===== src/rtl/cpu_pkg.sv =====
// Shared definitions for the CPU pipeline control blocks: register address
// width, operand-mux forward select codes and the in-flight destination tag.
package cpu_pkg;

  localparam int REG_AW = 4;

  localparam logic [1:0] FWD_EXMEM = 2'b00;
  localparam logic [1:0] FWD_MEMWB = 2'b01;
  localparam logic [1:0] FWD_WB1   = 2'b10;
  localparam logic [1:0] FWD_NONE  = 2'b11;

  // valid is only set for real instructions that write rd, so a tag match
  // never needs the producer's write enable separately.
  typedef struct packed {
    logic              valid;
    logic [REG_AW-1:0] rd;
    logic              is_load;
  } tag_t;

endpackage


===== src/rtl/fwd_select.sv =====
// Per-operand forwarding priority: the nearest in-flight producer of the
// source register wins; r0 and unused sources never forward.
module fwd_select
  import cpu_pkg::*;
(
  input  logic [REG_AW-1:0] src,
  input  logic              used,
  input  tag_t              t_ex,
  input  tag_t              t_mem,
  input  tag_t              t_wb,
  output logic [1:0]        sel
);

  logic src_live;
  logic hit_ex;
  logic hit_mem;
  logic hit_wb;

  assign src_live = used && (src != '0);
  assign hit_ex   = src_live && t_ex.valid  && (t_ex.rd  == src);
  assign hit_mem  = src_live && t_mem.valid && (t_mem.rd == src);
  assign hit_wb   = src_live && t_wb.valid  && (t_wb.rd  == src);

  always_comb begin
    sel = FWD_NONE;
    if (hit_ex)       sel = FWD_EXMEM;
    else if (hit_mem) sel = FWD_MEMWB;
    else if (hit_wb)  sel = FWD_WB1;
  end

endmodule


===== src/rtl/hazard_forward_unit.sv =====
// Decode-to-execute hazard controller: tracks destination tags in flight,
// registers operand forward selects for EX and stalls once on load-use.
module hazard_forward_unit
  import cpu_pkg::*;
#(
  parameter int REG_AW = cpu_pkg::REG_AW
) (
  input  logic              clk,
  input  logic              rst,
  input  logic              id_valid,
  input  logic [REG_AW-1:0] id_rs,
  input  logic [REG_AW-1:0] id_rt,
  input  logic              id_rs_used,
  input  logic              id_rt_used,
  input  logic [REG_AW-1:0] id_rd,
  input  logic              id_wr_en,
  input  logic              id_is_load,
  input  logic              ex_flush,
  output logic              stall,
  output logic [1:0]        fwd_a_sel,
  output logic [1:0]        fwd_b_sel,
  output logic              ex_bubble
);

  tag_t       t_ex;
  tag_t       t_mem;
  tag_t       t_wb;
  tag_t       t_new;
  logic [1:0] sel_a;
  logic [1:0] sel_b;
  logic       hazard;
  logic       issue;

  fwd_select u_sel_a (
    .src   (id_rs),
    .used  (id_rs_used),
    .t_ex  (t_ex),
    .t_mem (t_mem),
    .t_wb  (t_wb),
    .sel   (sel_a)
  );

  fwd_select u_sel_b (
    .src   (id_rt),
    .used  (id_rt_used),
    .t_ex  (t_ex),
    .t_mem (t_mem),
    .t_wb  (t_wb),
    .sel   (sel_b)
  );

  // A load one slot ahead has no data until MEM/WB; after the single bubble
  // it sits in T_MEM, so the same decode instruction cannot stall again.
  assign hazard = id_valid && t_ex.is_load &&
                  ((sel_a == FWD_EXMEM) || (sel_b == FWD_EXMEM));
  assign stall  = hazard && !ex_flush;
  assign issue  = id_valid && !ex_flush && !hazard;

  always_comb begin
    t_new         = '0;
    t_new.valid   = issue && id_wr_en;
    t_new.rd      = id_rd;
    t_new.is_load = issue && id_is_load;
  end

  always_ff @(posedge clk) begin
    if (rst) begin
      t_ex      <= '0;
      t_mem     <= '0;
      t_wb      <= '0;
      fwd_a_sel <= FWD_NONE;
      fwd_b_sel <= FWD_NONE;
      ex_bubble <= 1'b1;
    end else begin
      t_wb      <= t_mem;
      t_mem     <= t_ex;
      t_ex      <= t_new;
      fwd_a_sel <= issue ? sel_a : FWD_NONE;
      fwd_b_sel <= issue ? sel_b : FWD_NONE;
      ex_bubble <= !issue;
    end
  end

endmodule


===== config.mk =====
export PLATFORM = sky130hd
export DESIGN_NAME = hazard_forward_unit
export DESIGN_NICKNAME = d
export VERILOG_FILES = /design/src/rtl/cpu_pkg.sv /design/src/rtl/fwd_select.sv /design/src/rtl/hazard_forward_unit.sv
export SDC_FILE = /design/constraint.sdc
export NUM_CORES = 1
export LEC_CHECK = 0
export CAP_MARGIN = 0
export CORE_MARGIN = 8
export CORE_UTILIZATION = 40
export DETAILED_ROUTE_END_ITERATION = 12
export PLACE_DENSITY = 0.67
export SYNTH_ARGS = -nofsm -noshare
export SYNTH_HDL_FRONTEND = slang
export SYNTH_SLANG_ARGS = --single-unit

===== constraint.sdc =====
create_clock -name clk -period 2.6 [get_ports clk]
set_input_delay 0.52 -clock clk [delete_from_list [all_inputs] [get_ports clk]]
set_output_delay 0.52 -clock clk [all_outputs]
set_load 0.02 [all_outputs]

---- Word-level counts from Yosys, hierarchy flattened ----
Index checks and enable logic that the tools add are counted.
cells by class
  $add $sub $neg .......................... 0
  multipliers ............................. 0
  div/mod/pow operators ................... 0
  $lt $le $gt $ge ......................... 0
  equal/unequal tests ..................... 6
  shift-type cells ........................ 0
  mux-type cells .......................... 6
  bitwise gates (word level) .............. 1
  reduce and logical (&&, ||, !) cells .... 30
operator list
  operator            number
  == test 4 bit       6
  logical AND 1 bit   21
  2-to-1 mux 2 bit    4
  nonzero test 4 bit  2
  zero test 2 bit     2
  zero test 1 bit     3
  2-to-1 mux 1 bit    2
  OR reduction 2 bit  1
  logical OR 1 bit    1
  NOT 1 bit           1
word-level totals
  register bits after elaboration ......... 21
  latch bits .............................. 0
  RAM bits ................................ 0
  bits in read-only memories .............. 0
  output and inout bits ................... 6
  word-level logic and storage cells ...... 53
  memories ................................ 0

---- Longest topological paths before layout ----
  word-level depth ........................ 14
  depth in mapped cells ................... 6

---- Hierarchy ----
Synthesis repeated with hierarchy kept, for this count alone.
second synthesis, totals
  cells, all modules ...................... 99
  area, all modules ....................... 1,012.2 µm²
by module, submodules not included
  module               times used  cells an instance  area an instance (µm²)  seq. area each (µm²)
  hazard_forward_unit  1           57                 689.4                   460.4
  fwd_select           2           21                 161.4                   0.0

---- Worst setup path before layout ----
No wires, ideal clock.
  kind .................................... input to output
  from .................................... in id_rt[3]
  to ...................................... out stall
  data arrival time ....................... 1.609 ns
  slack ................................... 0.471 ns
  cell stages on the path ................. 5
  path through ............................ buf_2 > xor2_1 > nor4_4 > nand2_1 > a21oi_1
on the way
  cells in the longest elaborated chain, start to end .. 11
  elaborated cells on any way between the ends .. 18
  classes of those cells .................. eq/ne (3); mux (3); reduce/logical (12)
ends and longest elaborated chain
  item                            line                       text
  start, declared                 hazard_forward_unit.sv:12  input logic [REG_AW-1:0] id_rt,
  nonzero test 4 bit              fwd_select.sv:19           assign src_live = used && (src != '0);
  logical AND 1 bit               fwd_select.sv:19
  logical AND 1 bit (2 in a row)  fwd_select.sv:22           assign hit_wb = src_live && t_wb.valid && (t_wb.rd == src);
  2-to-1 mux 1 bit                fwd_select.sv:28           else if (hit_wb) sel = FWD_WB1;
  2-to-1 mux 2 bit                fwd_select.sv:27           else if (hit_mem) sel = FWD_MEMWB;
  2-to-1 mux 2 bit *              fwd_select.sv:26           if (hit_ex) sel = FWD_EXMEM;
  zero test 2 bit *               hazard_forward_unit.sv:55  ((sel_a == FWD_EXMEM) || (sel_b == FWD_EXMEM));
  logical OR 1 bit *              hazard_forward_unit.sv:55
  logical AND 1 bit *             hazard_forward_unit.sv:54  assign hazard = id_valid && t_ex.is_load &&
  logical AND 1 bit *             hazard_forward_unit.sv:56  assign stall = hazard && !ex_flush;
  end, declared                   hazard_forward_unit.sv:19  output logic stall,
Mark *: on every way between the ends. The rest lies on a longest branch, timed or not.

---- Worst setup path in the final report ----
  from .................................... in id_rt[0]
  to ...................................... out stall
The elaborated chain is that of the path after synthesis.

==> impl_metrics.tcl <==
set metrics [dict create \
    outcome "finished clean" \
    start_util_pct 42.00 \
    seq_power_share_pct 56.6 \
    worst_setup_path_end_kind "output port" \
    grtUsageTotal_pct 11.21 \
    leakage_nw 0.5762 \
    drt_pass1_iterations 2 \
    cts_setup_buffers 0 \
    grt_max_degree 15 \
    synth_compound_area_share_pct 7.767 \
    irDropWorstVdd_v 0.0003132 \
    synth_area_um2 1031 \
    yosys.area_share.simple_pct 25.85 \
    regToRegStartpoint "t_ex[3]" \
    hold_path_depth 1 \
    fin_crit_ns 2.445 \
    grt_overflow_total 0 \
    cp.required_ns 2.08 \
    grt_pass1_wl_um 3898 \
    area_growth_pct 37.38 \
    critical-path-top-delay-family "buffers and inverters" \
    timing.critical_path.buf_inv 2 \
    cts_sinks 21 \
    port-buffer-count 25 \
    cp_cell_sequence "clkdlybuf4s50_1, xor2_1, nor4_4, nand2_1, a21oi_1, buf_2" \
    regToRegEndpoint "fwd_b_sel[1]" \
    synth_top_area_cell "dfxtp_1" \
    nets 165 \
    powerDensity_nw_per_um2 424.8 \
    num_rows 18 \
    fin_ws_ns 0.1547 \
    first_global_vias 891 \
    hpwl_um 1898 \
    clock_latency_ns 0.30 \
    reg2regPathDepth 6 \
    critPathArrivalTime_ns 1.93 \
    clkPwrFrac_pct 25.2 \
    worst-r2r-setup-slack_ns 1.11 \
    setup_viol 0 \
    holdPathEnd "t_mem[5]" \
    max_freq_ghz 0.4089 \
    crit_slowest_cell "clkdlybuf4s50_1" \
    drv_cap 0 \
    final_common_cell "clkdlybuf4s50_1" \
    route.detailed.drc 0 \
    drive_gt1_share_pct 20.83 \
    worstHoldStart "t_ex[5]" \
    min_path_type "flop to flop" \
    worstPathMaxFanout 3 \
    finalPower_w 0.0006016 \
    timing.final.crit_share_pct 94.05 \
    netlist.area_leader.share_pct 40.78 \
    post-place-ws_ns -0.3094 \
    dr_total_vias 823 \
    n_antenna_cell 0 \
    synth.distinct_cells 31 \
    switching_share_pct 24.70 \
    cts_buffer_depth 2 \
    die_area_um2 4458 \
    h-tree-depth 1 \
    synthTopCellsByArea "dfxtp_1 41%, xor2_1 14%, nor2b_1 8.5%, nor4_4 4.1%, xnor2_1 3.4%" \
    cts.clk_slew.worst_paths_ns 0.12 \
    cts-root-buf "clkbuf_4" \
    dieHeight_um 66.77 \
    numCtsBuffers 3 \
    routed_via_density 4.730 \
    postSynthAreaPerCell_um2 9.819 \
    final_max_slew_viol_count 0 \
    yosys.area_share.adder_pct 0 \
    rsz0062_at_grt "false" \
    layout_common_cells "24 x clkdlybuf4s50_1, 21 x dfxtp_1, 17 x xor2_1, 17 x buf_4, 14 x nor2b_1" \
    fillers 247 \
    floorplan.io_pins 26 \
    synth_top_family_by_area "simple AND/OR/NAND/NOR gates" \
    wl_per_cell_um 12.80 \
    wirelength_um 2228 \
    fin_skew_ns 0.01011 \
    drt_iter0_drc 35 \
    slowest_delay_ns 0.48 \
    syn_inst 105 \
    intPower_w 0.0004530 \
    gp_congestion 0.8649 \
    hold_violations 0 \
    switching_power_w 0.0001486 \
    ys_warn_count 0 \
    synth_nets 125 \
    antenna_found_initial 0 \
    coreArea_um2 2455 \
    synth_xor_area_share_pct 19.42 \
    ys_seq_area_share_pct 40.78 \
    cts_tree "built" \
    slew_headroom_pct 67.90 \
    ant_nets 0 \
    crit_type "input port to output port" \
    synth.mux.area_fraction_pct 0 \
    synth-seq-cells 21 \
    cp-start-kind "input port" \
    pwr-share-comb_pct 18.2 \
    worst_slew_pin_slew_ns 0.4753 \
    die_w_um 66.77 \
]
-- layout make-up --
cell class | count | area [um2] | area share [%]
well taps | 30 | 37.54 | 2.650
multi-input cells | 74 | 546.8 | 38.60
flip-flops and latches | 21 | 420.4 | 29.68
clock buffers | 3 | 22.52 | 1.590
repair buffers | 42 | 372.9 | 26.33
inverters | 3 | 11.26 | 0.7951
clock inverters | 1 | 5.005 | 0.3534
-- cell usage after synthesis (all sizes together) --
master / n
nor4: 4
or2: 1
xnor2: 4
inv: 3
dfxtp: 21
a21o: 1
a31oi: 1
nand4: 1
nand2: 5
nor2b: 14
or3b: 1
a21oi: 1
nor4b: 1
o41ai: 2
clkbuf: 2
and2: 1
nand2b: 1
nor3: 5
buf: 5
and3b: 1
nor2: 3
nand3: 2
nand3b: 1
xor2: 18
o21ai: 6
-- state kept, by name, indices dropped and copies added, names as in the netlist --
register and flops:
t_ex 6, fwd_a_sel 2, t_wb 5, t_mem 5, ex_bubble 1, fwd_b_sel 2
-- stage by stage --
step	utilization [%]	instance area [um2]	hold WS, ns	setup TNS, ns	std cells
2_1_floorplan	-	1031	0.4596	0	105
3_3_place_gp	56.78	1394	0.4812	-0.2688	170
3_5_place_dp	56.78	1394	0.4879	-0.3094	170
4_1_cts	57.95	1423	0.5053	0	174
5_1_grt	57.70	1416	0.5120	0	174
6_report	57.70	1416	0.5014	0	174
-- worst reg2reg max path: stages, from the launching register on --
cell      delay [ns]
dfxtp_1         0.36
xor2_2          0.20
nor4_4          0.29
o21ai_2         0.10
buf_4           0.16
o21ai_2         0.21
nand2b_1        0.13
-- cell families (layout without fill, tap and decap cells) --
kind of cell              count (synthesis)  count (layout)
and+or+nand+nor                          41              41
AOI/OAI and AO/OA                        11              11
buffers and inverters                    10              49
DFF                                      21              21
xor gates and xnor gates                 22              22
-- worst max path at each step --
stage | start | to | slack [ns] | cells past startpoint
after floorplan | id_rt[3] | stall | 0.47 | 5
after global placement | id_rt[3] | stall | -0.27 | 6
after detailed placement | id_rt[3] | stall | -0.31 | 6
after CTS | id_rt[0] | stall | 0.02 | 6
after global routing | id_rt[3] | stall | 0.06 | 6
final | id_rt[0] | stall | 0.15 | 6
-- power groups by stage --
| stage | Clock, W | Sequential (W) | Combinational [W] |
|---|---|---|---|
| floorplan | 0 | 0.000346 | 0.0000573 |
| global placement | 0 | 0.000347 | 0.000108 |
| detailed placement | 0 | 0.000348 | 0.000110 |
| CTS | 0.000157 | 0.000340 | 0.000111 |
| global route | 0.000169 | 0.000342 | 0.000121 |
| finish | 0.000152 | 0.000340 | 0.000110 |
-- per-layer routing --
metal / routed length, um / part of all wire [%] / global-route usage, % / up-vias
met2: 1049 / 47 / 16.61 / 14
met1: 1031 / 46 / 14.11 / 383
met3: 134 / 6.0 / 4.027 / 2
met4: 12 / 0.54 / 5.067 / 0
met5: 0 / 0 / 0 / -
li1: - / - / - / 424
-- timing repair --
item                                    4_1_cts  5_1_grt
endpoints found under the setup margin        1        1
cloned                                        0        0
gates resized for setup                       3        2
hold buffers                                  0        0
Note: power is estimated with default switching activity, not from simulation.
